<file path="src/rtl/dmro_serial_framer.sv">
// Serial frame builder in the bit-clock domain: header + payload words, optional
// multiplicative scrambling, payload bit reversal, idle insertion and a PRBS7 test mode.
module dmro_serial_framer #(
  parameter int                         DATA_WIDTH   = 30,
  parameter int                         HEADER_WIDTH = 2,
  parameter logic [HEADER_WIDTH-1:0]    DATA_HEADER  = 2'b10,
  parameter logic [HEADER_WIDTH-1:0]    IDLE_HEADER  = 2'b01,
  parameter logic [DATA_WIDTH-1:0]      IDLE_PATTERN = '0,
  parameter int                         CNT_WIDTH    = 16
) (
  input  logic                  CLKBit,
  input  logic                  RSTn,
  input  logic [DATA_WIDTH-1:0] DataIn,
  input  logic                  DataValid,
  output logic                  DataReady,
  input  logic                  REVData,
  input  logic                  ENScr,
  input  logic                  TestMode,
  output logic                  DataOut,
  output logic                  FrameStart,
  output logic [CNT_WIDTH-1:0]  DataFrameCnt,
  output logic [CNT_WIDTH-1:0]  IdleFrameCnt
);

  localparam int W  = HEADER_WIDTH + DATA_WIDTH;
  localparam int BW = $clog2(W);

  logic [BW-1:0]         bit_cnt;
  logic [W-2:0]          shift_q;
  logic [57:0]           scr_q;
  logic [6:0]            prbs_q;
  logic                  mode_test;
  logic                  mode_scr;

  logic                  load;
  logic [DATA_WIDTH-1:0] rev_word;
  logic [DATA_WIDTH-1:0] payload;
  logic [W-1:0]          frame;
  logic                  prbs_bit;
  logic                  raw_bit;
  logic                  scr_bit;
  logic                  in_payload;

  assign load      = (bit_cnt == BW'(W-1));
  assign DataReady = load;

  always_comb begin
    rev_word = '0;
    for (int unsigned i = 0; i < DATA_WIDTH; i++) begin
      rev_word[i] = DataIn[DATA_WIDTH-1-i];
    end
  end

  assign payload    = REVData ? rev_word : DataIn;
  assign frame      = DataValid ? {DATA_HEADER, payload} : {IDLE_HEADER, IDLE_PATTERN};
  assign prbs_bit   = prbs_q[6] ^ prbs_q[5];
  assign raw_bit    = shift_q[W-2];
  assign scr_bit    = raw_bit ^ scr_q[38] ^ scr_q[57];
  // The edge with BitCnt==b drives frame bit b+1, so payload starts at b==HEADER_WIDTH-1.
  assign in_payload = (bit_cnt >= BW'(HEADER_WIDTH-1));

  always_ff @(posedge CLKBit or negedge RSTn) begin
    if (!RSTn) begin
      bit_cnt      <= '0;
      shift_q      <= '0;
      scr_q        <= '0;
      prbs_q       <= '1;
      mode_test    <= 1'b0;
      mode_scr     <= 1'b0;
      DataOut      <= 1'b0;
      FrameStart   <= 1'b0;
      DataFrameCnt <= '0;
      IdleFrameCnt <= '0;
    end else begin
      bit_cnt <= load ? '0 : bit_cnt + 1'b1;
      if (load) begin
        mode_test  <= TestMode;
        mode_scr   <= ENScr;
        shift_q    <= frame[W-2:0];
        FrameStart <= 1'b1;
        // The newly sampled mode already governs the first bit of this frame.
        if (TestMode) begin
          DataOut <= prbs_bit;
          prbs_q  <= {prbs_q[5:0], prbs_bit};
        end else begin
          DataOut <= frame[W-1];
          if (DataValid) DataFrameCnt <= DataFrameCnt + 1'b1;
          else           IdleFrameCnt <= IdleFrameCnt + 1'b1;
        end
      end else begin
        shift_q    <= {shift_q[W-3:0], 1'b0};
        FrameStart <= 1'b0;
        if (mode_test) begin
          DataOut <= prbs_bit;
          prbs_q  <= {prbs_q[5:0], prbs_bit};
        end else if (mode_scr && in_payload) begin
          DataOut <= scr_bit;
          scr_q   <= {scr_q[56:0], scr_bit};
        end else begin
          DataOut <= raw_bit;
        end
      end
    end
  end

endmodule

</file>
<file path="config.mk">
export PLATFORM = sky130hd
export DESIGN_NAME = dmro_serial_framer
export DESIGN_NICKNAME = d
export VERILOG_FILES = /design/src/rtl/dmro_serial_framer.sv
export SDC_FILE = /design/constraint.sdc
export NUM_CORES = 1
export LEC_CHECK = 0
export CAP_MARGIN = 15
export CORE_UTILIZATION = 40
export DETAILED_ROUTE_END_ITERATION = 8
export SLEW_MARGIN = 30
export SYNTH_ARGS = -nofsm -noshare
export SYNTH_HDL_FRONTEND = slang
export SYNTH_SLANG_ARGS = --single-unit
</file>
<file path="constraint.sdc">
create_clock -name CLKBit -period 3 [get_ports CLKBit]
set_clock_uncertainty 0.15 [all_clocks]
set_input_delay 0.6 -clock CLKBit [delete_from_list [all_inputs] [get_ports CLKBit]]
set_output_delay 0.6 -clock CLKBit [all_outputs]
set_load 0.05 [all_outputs]
</file>
==> metrics, run 1 <==
synth cell count leaders=130 x dfrtp_1, 41 x mux2_2, 32 x inv_1, 32 x mux2i_1, 29 x o22ai_1; Yosys top cell by area=dfrtp_1; Max-Cap Viols=0; worst-path fanout max=7; Die Wd=122 um; post-synthesis sequential area ratio=60.1%; initial core utilization=41.0%; CTS resizes=0; leakage=0.00343 uW; CTS Buf Count=17; sw frac=21.2%; Clock Tree Buf Depth=2; R2R setup slack=0.30 ns; initial DRC count=163; combinational share of power=5.8%; synthesized area per cell=13.3 um2; Clk pwr share=49.3%; die area=0.0148 mm2; minimum clock period=2.70 ns; CP bufs+invs=2; pwr dens=593 mW/mm2; Chip Height=122 um; Total Wirelength=9990 um; Max Freq=371 MHz; internal power=3400 uW; Worst Path Required=3.14 ns; Sw Pwr=915 uW; Worst IR Drop VDD=0.383 mV; area share of the largest cell type after synthesis=56.9%; YS warnings=0; critical path cell sequence=ha_1, and3_1, ha_1, buf_4, nor3b_1, buf_4, and4_1, nand4_1, xnor2_1; DRC=0; port buffer count=70; Overall Global Routing Usage=15.1%; crit path DAT=2.84 ns; clock slew at reported path FFs=0.06 ns; global-route wire length before repair=17200 um; Root Driver=clkbuf_16; Final Slew Violations=0; initial antenna violation count=0; RSZ-0062 raised after global routing=no; Top Family by Delay on Critical Path=simple AND/OR/NAND/NOR gates; Post-synth EDFFs=0; largest net degree at the start of global routing=51; vias in the first global route=3547; largest cells by area after synthesis=dfrtp_1 57%, mux2_2 8.1%, mux2i_1 5.6%; critical path's slowest cell=dfrtp_1; synth unique cells=29; core area=0.0139 mm2; Pre-Repair DR Iteration Count=4; CTS tree=yes; Post-DP HPWL=6540 um; Final setup viols=0; Rel. slew slack=45.4%; Hold Vio Cnt, Final=0; Reg2Reg Depth=9; Async SR Flop Fraction=100%; vias per inst=4.91; total setup buffers inserted after CTS=0; row count=43; RR Startpoint=bit_cnt[0]; TNS Setup=0 ns; Post-synth top flop=dfrtp_1; RR Endpoint=IdleFrameCnt[15]; Max H-tree Level=4; CP Class=register to register; status=completed; CP Launch Type=register; Flop pwr share=44.9%; Crit. End Element=register; largest stage delay on the critical path=0.42 ns; cells after synthesis=430; Area Overhead vs Synth=27.2%; mapped cell area=0.00572 mm2; ratio of cells with drive above 1 in the final layout=21.9%; dpl ws=0.356 ns; Nets=553; # clock sinks=137; diode count=0; Stages on worst setup path=9; Tot Pwr=4310 uW; worst-margin pin slew=0.819 ns; Filler cells=1200; Vias=3455; Syn Nets=471; Worst-Skew Late Latency=0.41 ns; I/O pin count=71; routed length per instance=14.2 um; synthesized flop and latch total=137; Tcrit/Tclk final=89.9%; # hold bufs at CTS=0; most frequent cell after synthesis=dfrtp_1; min-delay worst type=input port to asynchronous set/reset pin; gp weighted congestion=0.773; number of routed nets with antenna violations=0; fin worst setup slack=0.303 ns; grt ovf=0
==> kinds of logic (layout without fill, tap and decap cells) <==
kind of cell             count (synthesis)  after routing  share of synthesized area (%)
AO/OA/AOI/OAI                           36             36                           4.14
XOR/XNOR                                36             36                           5.52
adder cells (fa/ha/maj)                  5              5                           1.09
buffers and inverters                   51            145                           3.81
flip-flops                             137            137                           60.1
multiplexers                            93             93                           18.9
AND/OR/NAND/NOR                         72             72                           6.39
==> power by group through the flow <==
stage	sequential, uW	clock [uW]	combinational [uW]
2_1_floorplan	1970	0	122
3_3_place_gp	1960	0	250
3_5_place_dp	1970	0	256
4_1_cts	1930	2180	258
5_1_grt	1940	2260	282
6_report	1930	2120	251
==> state kept, by name, indices dropped and copies added (netlist names) <==
name          cells
mode_test         1
IdleFrameCnt     16
mode_scr          1
scr_q            58
DataOut           1
shift_q          31
FrameStart        1
bit_cnt           5
DataFrameCnt     16
prbs_q            7
==> cell usage in the layout, fill, tap and decap left out, drive strengths merged, types with 6 or more instances in the layout <==
| cell type | count |
|---|---|
| and3 | 6 |
| buf | 14 |
| clkbuf | 20 |
| clkdlybuf4s50 | 67 |
| dfrtp | 130 |
| dfstp | 7 |
| inv | 32 |
| mux2 | 61 |
| mux2i | 32 |
| nand2 | 28 |
| nand3 | 12 |
| nand4 | 7 |
| nor2 | 9 |
| o22ai | 29 |
| xnor2 | 26 |
| xor2 | 10 |
==> worst max path at each step <==
stage	from	end
finish	bit_cnt[0]	IdleFrameCnt[15]
floorplan	bit_cnt[0]	IdleFrameCnt[13]
global route	bit_cnt[0]	DataFrameCnt[11]
CTS	bit_cnt[0]	IdleFrameCnt[15]
detailed placement	bit_cnt[0]	scr_q[57]
global placement	bit_cnt[0]	IdleFrameCnt[13]
==> layout make-up <==
class | instances | area, um2 | area share, %
Clock buffer | 20 | 467 | 6.42
Timing Repair Buffer | 81 | 811 | 11.1
Inverter | 33 | 124 | 1.70
Sequential cell | 137 | 3440 | 47.3
Tap cell | 180 | 225 | 3.10
Clock inverter | 11 | 146 | 2.01
Multi-Input combinational cell | 242 | 2060 | 28.4
==> stage by stage <==
step           utilization, %  hold slack, ns  cells  instance area [um2]
2_1_floorplan               -           0.154    430                 5720
3_3_place_gp             47.8           0.294    673                 6660
3_5_place_dp             47.8           0.297    673                 6660
4_1_cts                  52.2          0.0676    704                 7270
5_1_grt                  52.2          0.0877    704                 7270
6_report                 52.2          0.0483    704                 7270
==> routing by layer <==
layer	part of all wire [%]	global-route usage, %	vias up
met5	0	0	-
met4	2.2	6.87	0
met3	3.3	4.40	19
met2	48	23.8	65
met1	46	19.1	1713
li1	-	-	1658
Note: power is estimated with default switching activity, not from simulation.
==> run 2, diff against run 1 <==
CTS_BUF_LIST = sky130_fd_sc_hd__clkbuf_16   (was not set)
==> metrics, run 2 (synthesis gave the netlist of run 1 again) <==
status=completed; Total Wirelength=10000 um; largest net degree at the start of global routing=51; Worst Path Required=3.14 ns; Hold Vio Cnt, Final=0; Die Wd=122 um; critical path's slowest cell=dfrtp_1; CP Launch Type=register; CP bufs+invs=2; CP Class=register to register; CTS resizes=0; Area Overhead vs Synth=26.7%; DRC=0; most common cell after layout, fill and taps aside=dfrtp_1; leakage=0.00342 uW; diode count=0; die area=0.0148 mm2; Worst-Skew Late Latency=0.40 ns; number of routed nets with antenna violations=0; Tcrit/Tclk final=89.8%; Top Family by Delay on Critical Path=simple AND/OR/NAND/NOR gates; most frequent cells in the layout=130 x dfrtp_1, 67 x clkdlybuf4s50_1, 41 x mux2_2, 32 x inv_1, 32 x mux2i_1; most flop-heavy register=scr_q; placed cells=673; vias in the first global route=3554; pwr dens=584 mW/mm2; largest registers=scr_q (58), shift_q (31); Root Driver=clkbuf_16; grt ovf=0; worst-margin pin slew=0.818 ns; Max-Cap Viols=0; # clock sinks=137; Vias=3467; clock slew at reported path FFs=0.06 ns; global-route wire length before repair=17200 um; Clock Tree Buf Depth=2; Max H-tree Level=4; routed length per instance=14.2 um; gp weighted congestion=0.773; Rel. slew slack=45.4%; minimum clock period=2.69 ns; initial DRC count=156; Tot Pwr=4230 uW; worst-path fanout max=7; RSZ-0062 raised after global routing=no; vias per inst=4.92; largest stage delay on the critical path=0.42 ns; Final Slew Violations=0; row count=43; Overall Global Routing Usage=15.1%; TNS Setup=0 ns; critical path cell sequence=ha_1, and3_1, ha_1, buf_4, nor3b_1, buf_4, and4_1, nand4_1, xnor2_1; initial antenna violation count=0; Pre-Repair DR Iteration Count=4; CTS Buf Count=17; CTS tree=yes; Nets=553; fin cells=704; min-delay worst type=input port to asynchronous set/reset pin; port buffer count=70; ratio of cells with drive above 1 in the final layout=21.4%; Post-DP HPWL=6540 um; total setup buffers inserted after CTS=0; core area=0.0139 mm2; max FFs per register=58; worst hold slack=0.0502 ns; crit path DAT=2.83 ns; initial core utilization=41.0%; # hold bufs at CTS=0; I/O pin count=71; Final setup viols=0; Crit. End Element=register; Chip Height=122 um; Worst IR Drop VDD=0.384 mV; Max Freq=371 MHz
## run 2: changes by cell type in the layout (fill, tap and decap cells not counted)
cell / delta
clkbuf_8: -3
clkinv_1: +3
## run 2: power by group
part	total [uW]	leakage, uW	internal, uW	switching (uW)
clock network	2040	0.000269	1290	754
registers	1930	0.00185	1910	24.9
logic	252	0.00130	121	131
## run 2: worst paths after layout
path	startpoint	end	slack (ns)	depth (start not counted)
min in group CLKBit	prbs_q[1]	prbs_q[2]	0.30	2
max reg2reg	bit_cnt[0]	IdleFrameCnt[15]	0.31	9
min	RSTn	DataFrameCnt[13]	0.05	1
max in group asynchronous	RSTn	prbs_q[4]	1.89	2
min reg2reg	prbs_q[1]	prbs_q[2]	0.30	2
max	bit_cnt[0]	IdleFrameCnt[15]	0.31	9
## run 2: area by class of cell
type | count | area [um2]
fillers | 1204 | 6690
flip-flops and latches | 137 | 3440
multi-input cells | 242 | 2060
repair buffers | 81 | 811
clock buffers | 17 | 425
well taps | 180 | 225
clock inverters | 14 | 158
inverters | 33 | 124
## run 2: metrics by stage
| stage | util [%] | area [um2] | setup WS (ns) |
|---|---|---|---|
| 2_1_floorplan | - | 5720 | 0.182 |
| 3_3_place_gp | 47.8 | 6660 | 0.440 |
| 3_5_place_dp | 47.8 | 6660 | 0.356 |
| 4_1_cts | 52.0 | 7240 | 0.312 |
| 5_1_grt | 52.0 | 7240 | 0.118 |
| 6_report | 52.0 | 7240 | 0.307 |
## run 2: metal layers
layer | track usage (%) | vias up | wire, um
met5 | 0 | - | 0
met4 | 6.87 | 0 | 215
met3 | 4.40 | 19 | 330
met2 | 24.0 | 68 | 4800
met1 | 19.1 | 1724 | 4680
li1 | - | 1656 | -
